==> config.mk <==
export PLATFORM = sky130hd
export DESIGN_NAME = load_commutation_fsm_flat
export DESIGN_NICKNAME = d
export VERILOG_FILES = /design/src/rtl/load_commutation_fsm_if.sv /design/src/rtl/load_commutation_fsm.sv /design/src/flat_wrapper.sv
export SDC_FILE = /design/constraint.sdc
export NUM_CORES = 1
export LEC_CHECK = 0
export BUFFER_PORTS_ARGS = -buffer_cell sky130_fd_sc_hd__clkbuf_2
export CAP_MARGIN = 40
export CELL_PAD_IN_SITES_DETAIL_PLACEMENT = 1
export CELL_PAD_IN_SITES_GLOBAL_PLACEMENT = 1
export CORE_AREA = 2 2 56 58
export CTS_CLUSTER_SIZE = 24
export DETAILED_ROUTE_END_ITERATION = 12
export DIE_AREA = 0 0 58 60
export PLACE_DENSITY = 0.73
export SYNTH_ARGS = -nofsm -noshare
export SYNTH_HDL_FRONTEND = slang
export SYNTH_SLANG_ARGS = --single-unit
==> constraint.sdc <==
create_clock -name clk -period 2.2 [get_ports clk]
set_clock_uncertainty 0.15 [all_clocks]
set_input_delay 0.44 -clock clk [delete_from_list [all_inputs] [get_ports clk]]
set_output_delay 0.44 -clock clk [all_outputs]
set_load 0.005 [all_outputs]
==> src/rtl/load_commutation_fsm_if.sv <==
// Control/gate-driver bundle for load_commutation_fsm: load request, current sign, short detect in; gate commands out.
interface load_commutation_fsm_if;
    logic       start;
    logic [1:0] DesiredLoad;
    logic       CurrentSign;
    logic       Short;
    logic [5:0] Sout;

    modport master (output start, DesiredLoad, CurrentSign, Short, input Sout);
    modport slave  (input start, DesiredLoad, CurrentSign, Short, output Sout);
endinterface

==> src/rtl/load_commutation_fsm.sv <==
// Steers one source onto load A/B/C using current-direction-aware 4-step commutation, with sticky short fault.
// Optional macro SHORT_COMB_KILL_EN: also gates Sout combinationally with ~Short.
module load_commutation_fsm #(
    parameter int unsigned STEP_CYCLES = 1
) (
    input  logic                   clk,
    input  logic                   rst,
    load_commutation_fsm_if.slave  bus
);

    localparam int unsigned CNT_W  = (STEP_CYCLES > 1) ? $clog2(STEP_CYCLES) : 1;
    localparam int unsigned SOUT_W = 6;

    typedef enum logic [2:0] {
        IDLE  = 3'd0,
        ON    = 3'd1,
        COMM  = 3'd2,
        FAULT = 3'd3
    } state_t;

    state_t              state;
    logic [1:0]          cur_load;
    logic [1:0]          tgt_load;
    logic                sign_q;
    logic [1:0]          step;
    logic [CNT_W-1:0]    cnt;
    logic [SOUT_W-1:0]   sout_q;

    // Position a 2-bit pair code onto the gate bus for a given load.
    function automatic logic [SOUT_W-1:0] place(input logic [1:0] load, input logic [1:0] code);
        case (load)
            2'd1:    place = {code, 4'b0000};
            2'd2:    place = {2'b00, code, 2'b00};
            2'd3:    place = {4'b0000, code};
            default: place = '0;
        endcase
    endfunction

    // Gate pattern of commutation step s (0..3) from load x to load y; positive current keeps hi switches.
    function automatic logic [SOUT_W-1:0] step_out(input logic [1:0] x, input logic [1:0] y,
                                                   input logic sgn, input logic [1:0] s);
        logic [1:0] half;
        half = sgn ? 2'b10 : 2'b01;
        case (s)
            2'd0:    step_out = place(x, half);
            2'd1:    step_out = place(x, half) | place(y, half);
            2'd2:    step_out = place(y, half);
            default: step_out = place(y, 2'b11);
        endcase
    endfunction

    always_ff @(posedge clk or posedge rst) begin
        if (rst) begin
            state    <= IDLE;
            cur_load <= 2'd0;
            tgt_load <= 2'd0;
            sign_q   <= 1'b0;
            step     <= 2'd0;
            cnt      <= '0;
            sout_q   <= '0;
        end else if (bus.Short) begin
            state  <= FAULT;
            sout_q <= '0;
        end else begin
            case (state)
                IDLE: begin
                    sout_q <= '0;
                    if (bus.start && (bus.DesiredLoad != 2'd0)) begin
                        state    <= ON;
                        cur_load <= bus.DesiredLoad;
                        sout_q   <= place(bus.DesiredLoad, 2'b11);
                    end
                end
                ON: begin
                    if (!bus.start || (bus.DesiredLoad == 2'd0)) begin
                        state  <= IDLE;
                        sout_q <= '0;
                    end else if (bus.DesiredLoad != cur_load) begin
                        state    <= COMM;
                        tgt_load <= bus.DesiredLoad;
                        sign_q   <= bus.CurrentSign;
                        step     <= 2'd0;
                        cnt      <= '0;
                        sout_q   <= step_out(cur_load, bus.DesiredLoad, bus.CurrentSign, 2'd0);
                    end
                end
                COMM: begin
                    // Inputs other than Short are ignored until the incoming load is fully on.
                    if (cnt == CNT_W'(STEP_CYCLES - 1)) begin
                        cnt <= '0;
                        if (step == 2'd3) begin
                            state    <= ON;
                            cur_load <= tgt_load;
                        end else begin
                            step   <= 2'(step + 2'd1);
                            sout_q <= step_out(cur_load, tgt_load, sign_q, 2'(step + 2'd1));
                        end
                    end else begin
                        cnt <= CNT_W'(cnt + 1'b1);
                    end
                end
                FAULT: begin
                    sout_q <= '0;
                end
                default: begin
                    state  <= FAULT;
                    sout_q <= '0;
                end
            endcase
        end
    end

`ifdef SHORT_COMB_KILL_EN
    assign bus.Sout = sout_q & {SOUT_W{~bus.Short}};
`else
    assign bus.Sout = sout_q;
`endif

endmodule

==> src/flat_wrapper.sv <==
// flat-port wrapper written by rule: the top's interface ports become plain ports
module load_commutation_fsm_flat 
#(
    parameter int unsigned STEP_CYCLES = 1
)
  (clk, rst, bus_start, bus_DesiredLoad, bus_CurrentSign, bus_Short, bus_Sout);
  load_commutation_fsm_if bus_i ();
  input  logic clk;
  input  logic rst;
  input wire logic [$bits(bus_i.start)-1:0] bus_start;
  input wire logic [$bits(bus_i.DesiredLoad)-1:0] bus_DesiredLoad;
  input wire logic [$bits(bus_i.CurrentSign)-1:0] bus_CurrentSign;
  input wire logic [$bits(bus_i.Short)-1:0] bus_Short;
  output wire logic [$bits(bus_i.Sout)-1:0] bus_Sout;
  assign bus_i.start = bus_start;
  assign bus_i.DesiredLoad = bus_DesiredLoad;
  assign bus_i.CurrentSign = bus_CurrentSign;
  assign bus_i.Short = bus_Short;
  assign bus_Sout = bus_i.Sout;
  load_commutation_fsm #(.STEP_CYCLES(STEP_CYCLES)) u_core (.clk(clk), .rst(rst), .bus(bus_i));
endmodule
==> run_results.csv, run 1 <==
group,metric,value,unit
outcome,status,"completed",
sta,worstMarginPinSlew,570,ps
yosys,synth-seq-area-share,0.345,
sta,rsz0062_at_grt,"no",
sta,setup-tns-final,0,ps
cells_and_area,syn_to_final_growth,9.09,%
global_route,grt_overflow_total,0,
sta,period_share,0.893,
sta,min_period,1970,ps
placement,dp.cells,156,
yosys,ys.flop_type,"dfrtp_1",
worst_setup_path,startpoint,"u_core.step[0]",
worst_setup_path,crit_fanout,4,
yosys,synth_compound_area_frac,0.229,
power_and_ir_drop,fin_total_pwr,574,uW
placement,place_area,0.00116,mm2
die,initial_utilization,0.375,
job,maxCapViolCount,0,
worst_setup_path,cp_cell_sequence,"inv_1 > ha_1 > o21ai_0 > nor4_1 > o21a_1 > a211o_1 > a22o_1",
placement,port_buffers,12,
yosys,ys_ff_latch,15,
global_route,antenna_found_initial,0,
drt,wirelength,2760,um
die,num_rows,20,
worst_setup_path,slowest_delay,410,ps
yosys,synth_mux_area_frac,0.0598,
worst_setup_path,rr_endpoint,"u_core.bus.Sout[2]",
yosys,synth_area,0.00109,mm2
drt,wl_per_cell,17.3,um
cts,clockBufferDepth,2,
sta,max_slew_margin,0.620,
cts,cts_buffers,3,
yosys,syn-mean-instance-area,9.37,um2
cells_and_area,drive_gt1_frac,0.228,
cells_and_area,regArea,375,um2
drt,vias,953,
power_and_ir_drop,cellLeakagePower,0.517,nW
yosys,synth_fp_nets,127,
sta,maxSlewViolCount,0,
cells_and_area,diodes,0,
global_route,track_usage,0.183,
cts,cts.sinks,15,
worst_setup_path,crit_type,"reg2reg",
cells_and_area,fill_cells,351,
sta,finalSetupViolations,0,
worst_setup_path,r2r_slack,230,ps
yosys,synth_top_family_by_area,"simple AND/OR/NAND/NOR gates",
cts,ctsHoldBuffers,0,
global_route,grt_pass1_vias,998,
worst_setup_path,cp_num_cells,7,
worst_setup_path,crit_arrival,2010,ps
die,io_pins,13,
worst_setup_path,r2r_cells,7,
cts,path_clk_slew,100,ps
cells_and_area,design_area,0.00119,mm2
sta,max_freq,509,MHz
cts,htree_levels,1,
placement,globalplace.congestion,0.836,
yosys,yosys_warnings,0,
worst_setup_path,r2r-start,"u_core.step[0]",
die,design.core.area,0.00290,mm2
drt,drtIter0Drc,14,
worst_setup_path,crit_family,"compound AO/OA/AOI/OAI gates",
die,die-width,58,um
global_route,grt_max_degree,16,
cts,cts_setup_buffers,0,
yosys,synthAdderAreaFrac,0.0460,
drt,ant_nets,0,
cells_and_area,nets,139,
drt,firstDrtPassIters,4,
cts,clk_latency,300,ps
worst_setup_path,crit_buf_inv,1,
die,die-area,0.00348,mm2
worst_setup_path,worstSetupEndpoint,"u_core.bus.Sout[2]",
cells_and_area,stdcell_count,160,
cts,cts_resized,0,
worst_setup_path,worstPathRequired,2240,ps
cts,cts_root_buffer,"clkbuf_4",
worst_setup_path,cp-end-kind,"register",
power_and_ir_drop,peakVddDrop,0.374,mV
cts,cts_tree,"done",
drt,via_per_inst,5.96,
worst_setup_path,critical-path-slowest-cell,"dfrtp_1",
cells_and_area,multiInputGateArea,644,um2
yosys,synth_cells,116,
yosys,synthXorXnorAreaFrac,0.0161,
yosys,yosysUniqueCellTypes,42,
yosys,synth-edff-count,0,
cells_and_area,post-route-util,0.409,
sta,timing.final.hold_violations,0,
global_route,grt_pass1_wl,4730,um
yosys,async_flop_share,1.00,
placement,dp_hpwl,2200,um
min_path,min_path_type,"in2async",
power_and_ir_drop,p_per_area,484,mW/mm2
worst_setup_path,crit_path_start_kind,"register",
die,die_h,60,um
yosys,synth_simple_gate_area_frac,0.242,
drt,drcViolationCount,0,
==> worst min path at each step <==
stage	end	cells after the start	slack, ps	start
global route	u_core.tgt_load[1]	2	70	rst
CTS	u_core.tgt_load[1]	2	20	rst
floorplan	u_core.bus.Sout[0]	1	190	rst
global placement	u_core.bus.Sout[3]	1	340	u_core.bus.Sout[3]
detailed placement	u_core.bus.Sout[1]	1	350	u_core.bus.Sout[1]
finish	u_core.tgt_load[1]	2	3	rst
==> layout make-up <==
type / instances / share of cell area
Sequential cell: 15 / 0.316
Clock buffer: 3 / 0.0190
Clock inverter: 1 / 0.00422
Inverter: 6 / 0.0190
Multi-Input combinational cell: 88 / 0.543
Tap cell: 33 / 0.0348
Timing Repair Buffer: 14 / 0.0633
==> metrics by stage <==
step,hold slack [ps],worst slack (ps)
after global placement,336,302
after CTS,23.8,238
after global routing,72.7,122
final,3.20,235
after floorplan,191,401
after detailed placement,346,264
==> where the power goes <==
group	internal (mW)	switching (mW)	total, mW
clock network	0.0680	0.101	0.169
registers	0.287	0.0160	0.303
logic	0.0403	0.0624	0.103
total	0.395	0.179	0.574
==> registers in the layout, indices dropped and copies added (netlist names) <==
name / cells
u_core.tgt_load: 2
u_core.bus.Sout: 6
u_core.cur_load: 2
u_core.step: 2
u_core.sign_q: 1
u_core.state: 2
==> cell usage in the layout (no fill, tap or decap), types with 2 or more instances in the layout <==
master | synthesis | final
dfrtp_1 | 15 | 15
clkbuf_2 | 0 | 12
nor2_1 | 8 | 8
a22o_1 | 7 | 7
nand2_1 | 7 | 7
inv_1 | 6 | 6
nand3_1 | 5 | 5
o21ai_0 | 4 | 4
a21oi_1 | 4 | 4
nand2b_1 | 4 | 4
mux2_2 | 4 | 4
ha_1 | 4 | 4
clkbuf_4 | 0 | 3
xnor2_1 | 2 | 2
nor2_4 | 2 | 2
o21a_1 | 2 | 2
nor4b_1 | 2 | 2
mux2i_1 | 2 | 2
nor2_2 | 2 | 2
or2_1 | 2 | 2
a211o_1 | 2 | 2
o21ai_1 | 2 | 2
o32ai_1 | 2 | 2
o211ai_1 | 2 | 2
nand4_1 | 2 | 2
buf_4 | 4 | 2
==> metal layers <==
metal	vias to the layer above	global-route usage	share of wire
met5	-	0	0
met4	0	0.0963	0.027
met3	8	0.0216	0.026
met2	14	0.310	0.50
met1	480	0.228	0.45
li1	451	-	-
==> Yosys cell counts, types with 2 or more instances <==
library cell | count | area share
xnor2_1 | 2 | 0.016
nand4_1 | 2 | 0.012
nand2b_1 | 4 | 0.023
o32ai_1 | 2 | 0.016
dfrtp_1 | 15 | 0.35
o21ai_1 | 2 | 0.0092
nor2_1 | 8 | 0.028
mux2i_1 | 2 | 0.018
o21a_1 | 2 | 0.014
o21ai_0 | 4 | 0.018
nor2_2 | 2 | 0.012
nor2_4 | 2 | 0.021
mux2_2 | 4 | 0.041
nand2_1 | 7 | 0.024
buf_2 | 3 | 0.014
nand3_1 | 5 | 0.023
o211ai_1 | 2 | 0.014
inv_1 | 6 | 0.021
a22o_1 | 7 | 0.056
nor4b_1 | 2 | 0.016
a211o_1 | 2 | 0.016
a21oi_1 | 4 | 0.018
or2_1 | 2 | 0.012
buf_4 | 4 | 0.028
ha_1 | 4 | 0.046
==> cell families (layout without fill, tap and decap cells) <==
group | count (synthesis) | after routing
simple gates | 43 | 43
compound gates | 33 | 33
flops | 15 | 15
buf+inv | 13 | 24
mux | 6 | 6
fa+ha+maj | 4 | 4
xor+xnor | 2 | 2
(Power assumes the default switching activity.)
==> run 2: changes to the inputs <==
--- a/config.mk
+++ b/config.mk
@@ -9,11 +9,11 @@
 export CAP_MARGIN = 40
 export CELL_PAD_IN_SITES_DETAIL_PLACEMENT = 1
 export CELL_PAD_IN_SITES_GLOBAL_PLACEMENT = 1
-export CORE_AREA = 2 2 56 58
+export CORE_AREA = 2 2 54 56
 export CTS_CLUSTER_SIZE = 24
 export DETAILED_ROUTE_END_ITERATION = 12
-export DIE_AREA = 0 0 58 60
-export PLACE_DENSITY = 0.73
+export DIE_AREA = 0 0 56 58
+export PLACE_DENSITY = 0.78
 export SYNTH_ARGS = -nofsm -noshare
 export SYNTH_HDL_FRONTEND = slang
 export SYNTH_SLANG_ARGS = --single-unit
==> run 2 against run 1 <==
Against the previous run: count of clock-buffer cells in the layout unchanged; utilization grew 3.6 points; maximum frequency is 1.6% lower; cell count shrank 1.3%; clock power rose by 8%; global-route usage up 1.7 points; final area is 0.21% lower; register-to-register slack lost 30 ps; combinational power decreased by 3%; critical path type unchanged.
==> run_results.csv, run 2 (synthesis results as in run 1) <==
group,metric,value,unit
cts,cts_resized,0,
cells_and_area,final_common_cell,"dfrtp_1",
cts,cts_setup_buffers,0,
drt,via_per_inst,6.09,
sta,max_freq,501,MHz
drt,wl_per_cell,18.4,um
power_and_ir_drop,fin_total_pwr,583,uW
cells_and_area,design_area,0.00118,mm2
cts,path_clk_slew,110,ps
worst_setup_path,crit_path_start_kind,"register",
drt,ant_nets,0,
global_route,grt_pass1_wl,4950,um
drt,wirelength,2900,um
cts,cts_root_buffer,"clkbuf_4",
die,die_h,58,um
worst_setup_path,r2r_cells,5,
worst_setup_path,r2r_slack,200,ps
drt,drcViolationCount,0,
die,num_rows,19,
global_route,track_usage,0.200,
worst_setup_path,cp_cell_sequence,"nand2b_1 > o41ai_1 > nand2_1 > nand3_1 > a22o_1",
cts,cts_tree,"done",
sta,rsz0062_at_grt,"no",
worst_setup_path,startpoint,"u_core.state[0]",
cts,clockBufferDepth,2,
power_and_ir_drop,p_per_area,493,mW/mm2
worst_setup_path,rr_endpoint,"u_core.bus.Sout[0]",
worst_setup_path,cp_num_cells,5,
cts,cts_buffers,3,
drt,wl_met1,1280,um
global_route,antenna_found_initial,0,
sta,min_period,2000,ps
sta,finalSetupViolations,0,
placement,dp_hpwl,2230,um
die,initial_utilization,0.408,
drt,drtIter0Drc,21,
cells_and_area,largest_reg_flops,6,
cts,ctsHoldBuffers,0,
worst_setup_path,cp-end-kind,"register",
worst_setup_path,worstSetupEndpoint,"u_core.bus.Sout[0]",
worst_setup_path,crit_family,"compound AO/OA/AOI/OAI gates",
placement,port_buffers,12,
global_route,grt_max_degree,16,
drt,route.met2.wl,1460,um
cts,htree_levels,1,
sta,period_share,0.908,
worst_setup_path,crit_arrival,2100,ps
cts,cts.sinks,15,
placement,place_area,0.00116,mm2
die,design.core.area,0.00266,mm2
die,die-area,0.00325,mm2
die,die-width,56,um
cells_and_area,syn_to_final_growth,8.86,%
worst_setup_path,crit_buf_inv,0,
cells_and_area,drive_gt1_frac,0.228,
die,io_pins,13,
power_and_ir_drop,cellLeakagePower,0.517,nW
cells_and_area,post-route-util,0.445,
sta,maxSlewViolCount,0,
global_route,grt_overflow_total,0,
global_route,grt_pass1_vias,1011,
sta,setup-tns-final,0,ps
placement,globalplace.congestion,0.878,
sta,timing.final.hold_violations,0,
job,maxCapViolCount,0,
cells_and_area,final_cell_mix,"15 x dfrtp_1, 12 x clkbuf_2, 8 x nor2_1",
drt,routed.top_layer,"met4",
worst_setup_path,critical-path-slowest-cell,"o41ai_1",
drt,vias,962,
cts,clk_latency,310,ps
drt,met3WireLength,91,um
power_and_ir_drop,peakVddDrop,0.207,mV
worst_setup_path,crit_fanout,9,
worst_setup_path,worstPathRequired,2310,ps
worst_setup_path,r2r-start,"u_core.state[0]",
worst_setup_path,slowest_delay,540,ps
worst_setup_path,crit_type,"reg2reg",
sta,worstMarginPinSlew,601,ps
drt,firstDrtPassIters,4,
cells_and_area,diodes,0,
min_path,min_path_type,"in2async",
cells_and_area,nets,139,
sta,max_slew_margin,0.599,
outcome,status,"completed",
-- run 2: routing by layer --
metal / vias to the layer above / global-route usage
li1: 455 / -
met1: 478 / 0.241
met2: 22 / 0.353
met3: 7 / 0.0268
met4: 0 / 0.0952
met5: - / 0
-- run 2: worst min-delay path by stage --
stage                                  start            endpoint  cells past startpoint
after floorplan                          rst  u_core.bus.Sout[0]                      1
after CTS                                rst      u_core.step[0]                      2
after global routing                     rst      u_core.step[0]                      2
after global placement    u_core.bus.Sout[3]  u_core.bus.Sout[3]                      1
final                                    rst      u_core.step[0]                      2
after detailed placement  u_core.bus.Sout[3]  u_core.bus.Sout[3]                      1
-- run 2: per-stage QoR --
step	std cells	hold WS, ps	setup slack, ps
2_1_floorplan	116	191	401
3_3_place_gp	154	336	205
3_5_place_dp	154	339	210
4_1_cts	158	45.5	193
5_1_grt	158	80.3	20.7
6_report	158	6.76	203
-- run 2: final cells by class --
type                    count  area [um2]
fillers                   321        1480
flip-flops and latches     15         375
clock buffers               3        22.5
repair buffers             14        75.1
clock inverters             1        5.00
multi-input cells          88         644
inverters                   6        22.5
well taps                  31        38.8
-- run 2: worst reg2reg max path, delay by kind of cell (launching register included) --
kind,cells,cell delay (ps)
AOI/OAI and AO/OA,2,680
and+or+nand+nor,3,620
DFF,1,500
-- run 2: power by group --
group | total (mW) | switching (mW) | internal (mW)
Clock | 0.182 | 0.114 | 0.0681
Sequential | 0.302 | 0.0150 | 0.287
Combinational | 0.0994 | 0.0594 | 0.0400
Total | 0.583 | 0.188 | 0.395
==> run 3: changes to the inputs <==
--- a/config.mk
+++ b/config.mk
@@ -9,11 +9,12 @@
 export CAP_MARGIN = 40
 export CELL_PAD_IN_SITES_DETAIL_PLACEMENT = 1
 export CELL_PAD_IN_SITES_GLOBAL_PLACEMENT = 1
-export CORE_AREA = 2 2 54 56
+export CORE_AREA = 2 2 52 54
+export CTS_BUF_LIST = sky130_fd_sc_hd__clkbuf_8
 export CTS_CLUSTER_SIZE = 24
 export DETAILED_ROUTE_END_ITERATION = 12
-export DIE_AREA = 0 0 56 58
-export PLACE_DENSITY = 0.78
+export DIE_AREA = 0 0 54 56
+export PLACE_DENSITY = 0.83
 export SYNTH_ARGS = -nofsm -noshare
 export SYNTH_HDL_FRONTEND = slang
 export SYNTH_SLANG_ARGS = --single-unit
==> run 3 against run 2 <==
Against the previous run: utilization is 4.9 points higher; sequential cell count stayed put; final area is 1.4% higher; sequential power hardly changed; non-clock buffer count stayed put; wire length is 5.4% higher; largest cell class unchanged.
==> run_results.csv, run 3 (synthesis results as in run 1) <==
group,metric,value,unit
die,die-width,54,um
power_and_ir_drop,p_clk_frac,0.356,
die,initial_utilization,0.447,
drt,wl_per_cell,19.5,um
placement,port_buffers,12,
cts,cts_setup_buffers,0,
outcome,status,"completed",
power_and_ir_drop,p_per_area,530,mW/mm2
die,io_pins,13,
drt,via_per_inst,6.14,
power_and_ir_drop,switching_power,184,uW
die,die_h,56,um
cts,cts.sinks,15,
power_and_ir_drop,peakVddDrop,0.337,mV
cells_and_area,diodes,0,
sta,worstMarginPinSlew,595,ps
worst_setup_path,slowest_delay,410,ps
cts,ctsHoldBuffers,0,
worst_setup_path,crit_buf_inv,1,
worst_setup_path,crit_fanout,4,
drt,firstDrtPassIters,4,
cells_and_area,nets,139,
cts,cts_resized,0,
sta,min_period,2060,ps
worst_setup_path,startpoint,"u_core.step[0]",
drt,vias,964,
placement,globalplace.congestion,0.846,
cells_and_area,final_common_cell,"dfrtp_1",
cts,cts_root_buffer,"clkbuf_8",
sta,rsz0062_at_grt,"no",
global_route,grt_pass1_vias,1024,
cells_and_area,drive_gt1_frac,0.220,
sta,maxSlewViolCount,0,
worst_setup_path,r2r-start,"u_core.step[0]",
drt,drcViolationCount,0,
worst_setup_path,cp_cell_sequence,"inv_1 > ha_1 > o21ai_0 > nor4_1 > o21a_1 > a211o_1 > a22o_1",
worst_setup_path,cp-end-kind,"register",
die,design.core.area,0.00243,mm2
worst_setup_path,crit_path_start_kind,"register",
sta,worst_slack,141,ps
placement,pre_cts_slack,201,ps
worst_setup_path,crit_type,"reg2reg",
cells_and_area,design_area,0.00120,mm2
power_and_ir_drop,power_frac_comb,0.166,
power_and_ir_drop,cellLeakagePower,0.527,nW
global_route,antenna_found_initial,0,
sta,max_freq,486,MHz
placement,place_area,0.00115,mm2
worst_setup_path,crit_family,"compound AO/OA/AOI/OAI gates",
global_route,grt_pass1_wl,5110,um
worst_setup_path,critical-path-slowest-cell,"dfrtp_1",
power_and_ir_drop,swShare,0.290,
global_route,grt_max_degree,16,
cts,clk_latency,250,ps
cts,clockBufferDepth,2,
sta,timing.final.hold_violations,0,
cts,cts_buffers,3,
min_path,min_path_type,"in2async",
worst_setup_path,crit_arrival,2050,ps
die,num_rows,18,
cells_and_area,largest_reg_flops,6,
power_and_ir_drop,internal-power,452,uW
global_route,grt_overflow_total,0,
sta,period_share,0.936,
cts,path_clk_slew,60,ps
placement,dp_hpwl,2350,um
job,maxCapViolCount,0,
global_route,track_usage,0.235,
cts,htree_levels,1,
drt,wirelength,3060,um
cells_and_area,final_cell_mix,"15 x dfrtp_1, 12 x clkbuf_2, 8 x nor2_1",
drt,ant_nets,0,
sta,max_slew_margin,0.603,
sta,setup-tns-final,0,ps
worst_setup_path,worstPathRequired,2190,ps
sta,timing.hold.ws,74.1,ps
die,die-area,0.00302,mm2
sta,finalSetupViolations,0,
cells_and_area,syn_to_final_growth,10.4,%
power_and_ir_drop,p_seq_frac,0.478,
drt,drtIter0Drc,22,
cts,cts_tree,"done",
[run 3: changes by cell type in the layout (fill, tap and decap cells not counted), sizes merged]
| cell | before | now |
|---|---|---|
| clkinv | 1 | 0 |
| inv | 6 | 7 |
[run 3: worst paths after layout]
| path | endpoint | slack (ps) | depth (start not counted) |
|---|---|---|---|
| setup / recovery | u_core.bus.Sout[2] | 140 | 7 |
| hold / removal | u_core.tgt_load[1] | 70 | 2 |
| setup reg to reg | u_core.bus.Sout[2] | 140 | 7 |
| hold reg to reg | u_core.bus.Sout[3] | 350 | 1 |
| max in group asynchronous | u_core.bus.Sout[0] | 1440 | 2 |
| min in group clk | u_core.bus.Sout[3] | 350 | 1 |
[run 3: final cells by class]
cell class                      count  area (um2)
Timing Repair Buffer               14        75.1
Fill cell                         303        1230
Sequential cell                    15         375
Clock inverter                      1        3.75
Clock buffer                        3        41.3
Inverter                            6        22.5
Tap cell                           30        37.5
Multi-Input combinational cell     88         644
[run 3: power groups by stage]
stage | logic (mW) | clock network (mW) | registers, mW
floorplan | 0.0779 | 0 | 0.302
global placement | 0.0968 | 0 | 0.306
detailed placement | 0.103 | 0 | 0.309
CTS | 0.105 | 0.228 | 0.303
global route | 0.118 | 0.238 | 0.305
finish | 0.106 | 0.227 | 0.304
[run 3: worst reg2reg max path: stages, from the launching register on]
cell,delay (ps)
dfrtp_1,410
inv_1,90
ha_1,240
o21ai_0,290
nor4_1,110
o21a_1,210
a211o_1,270
a22o_1,180
[run 3: metal layers]
layer	GRT usage	up-vias	part of all wire
met5	0	-	0
met4	0.104	0	0.021
met3	0.0430	7	0.038
met2	0.338	21	0.48
met1	0.338	488	0.46
li1	-	448	-
[run 3: per-stage QoR]
stage,util,cells,total power [mW]
after global routing,0.493,157,0.661
after CTS,0.493,157,0.637
after floorplan,-,116,0.380
final,0.493,157,0.636
after detailed placement,0.475,153,0.412
after global placement,0.475,153,0.403
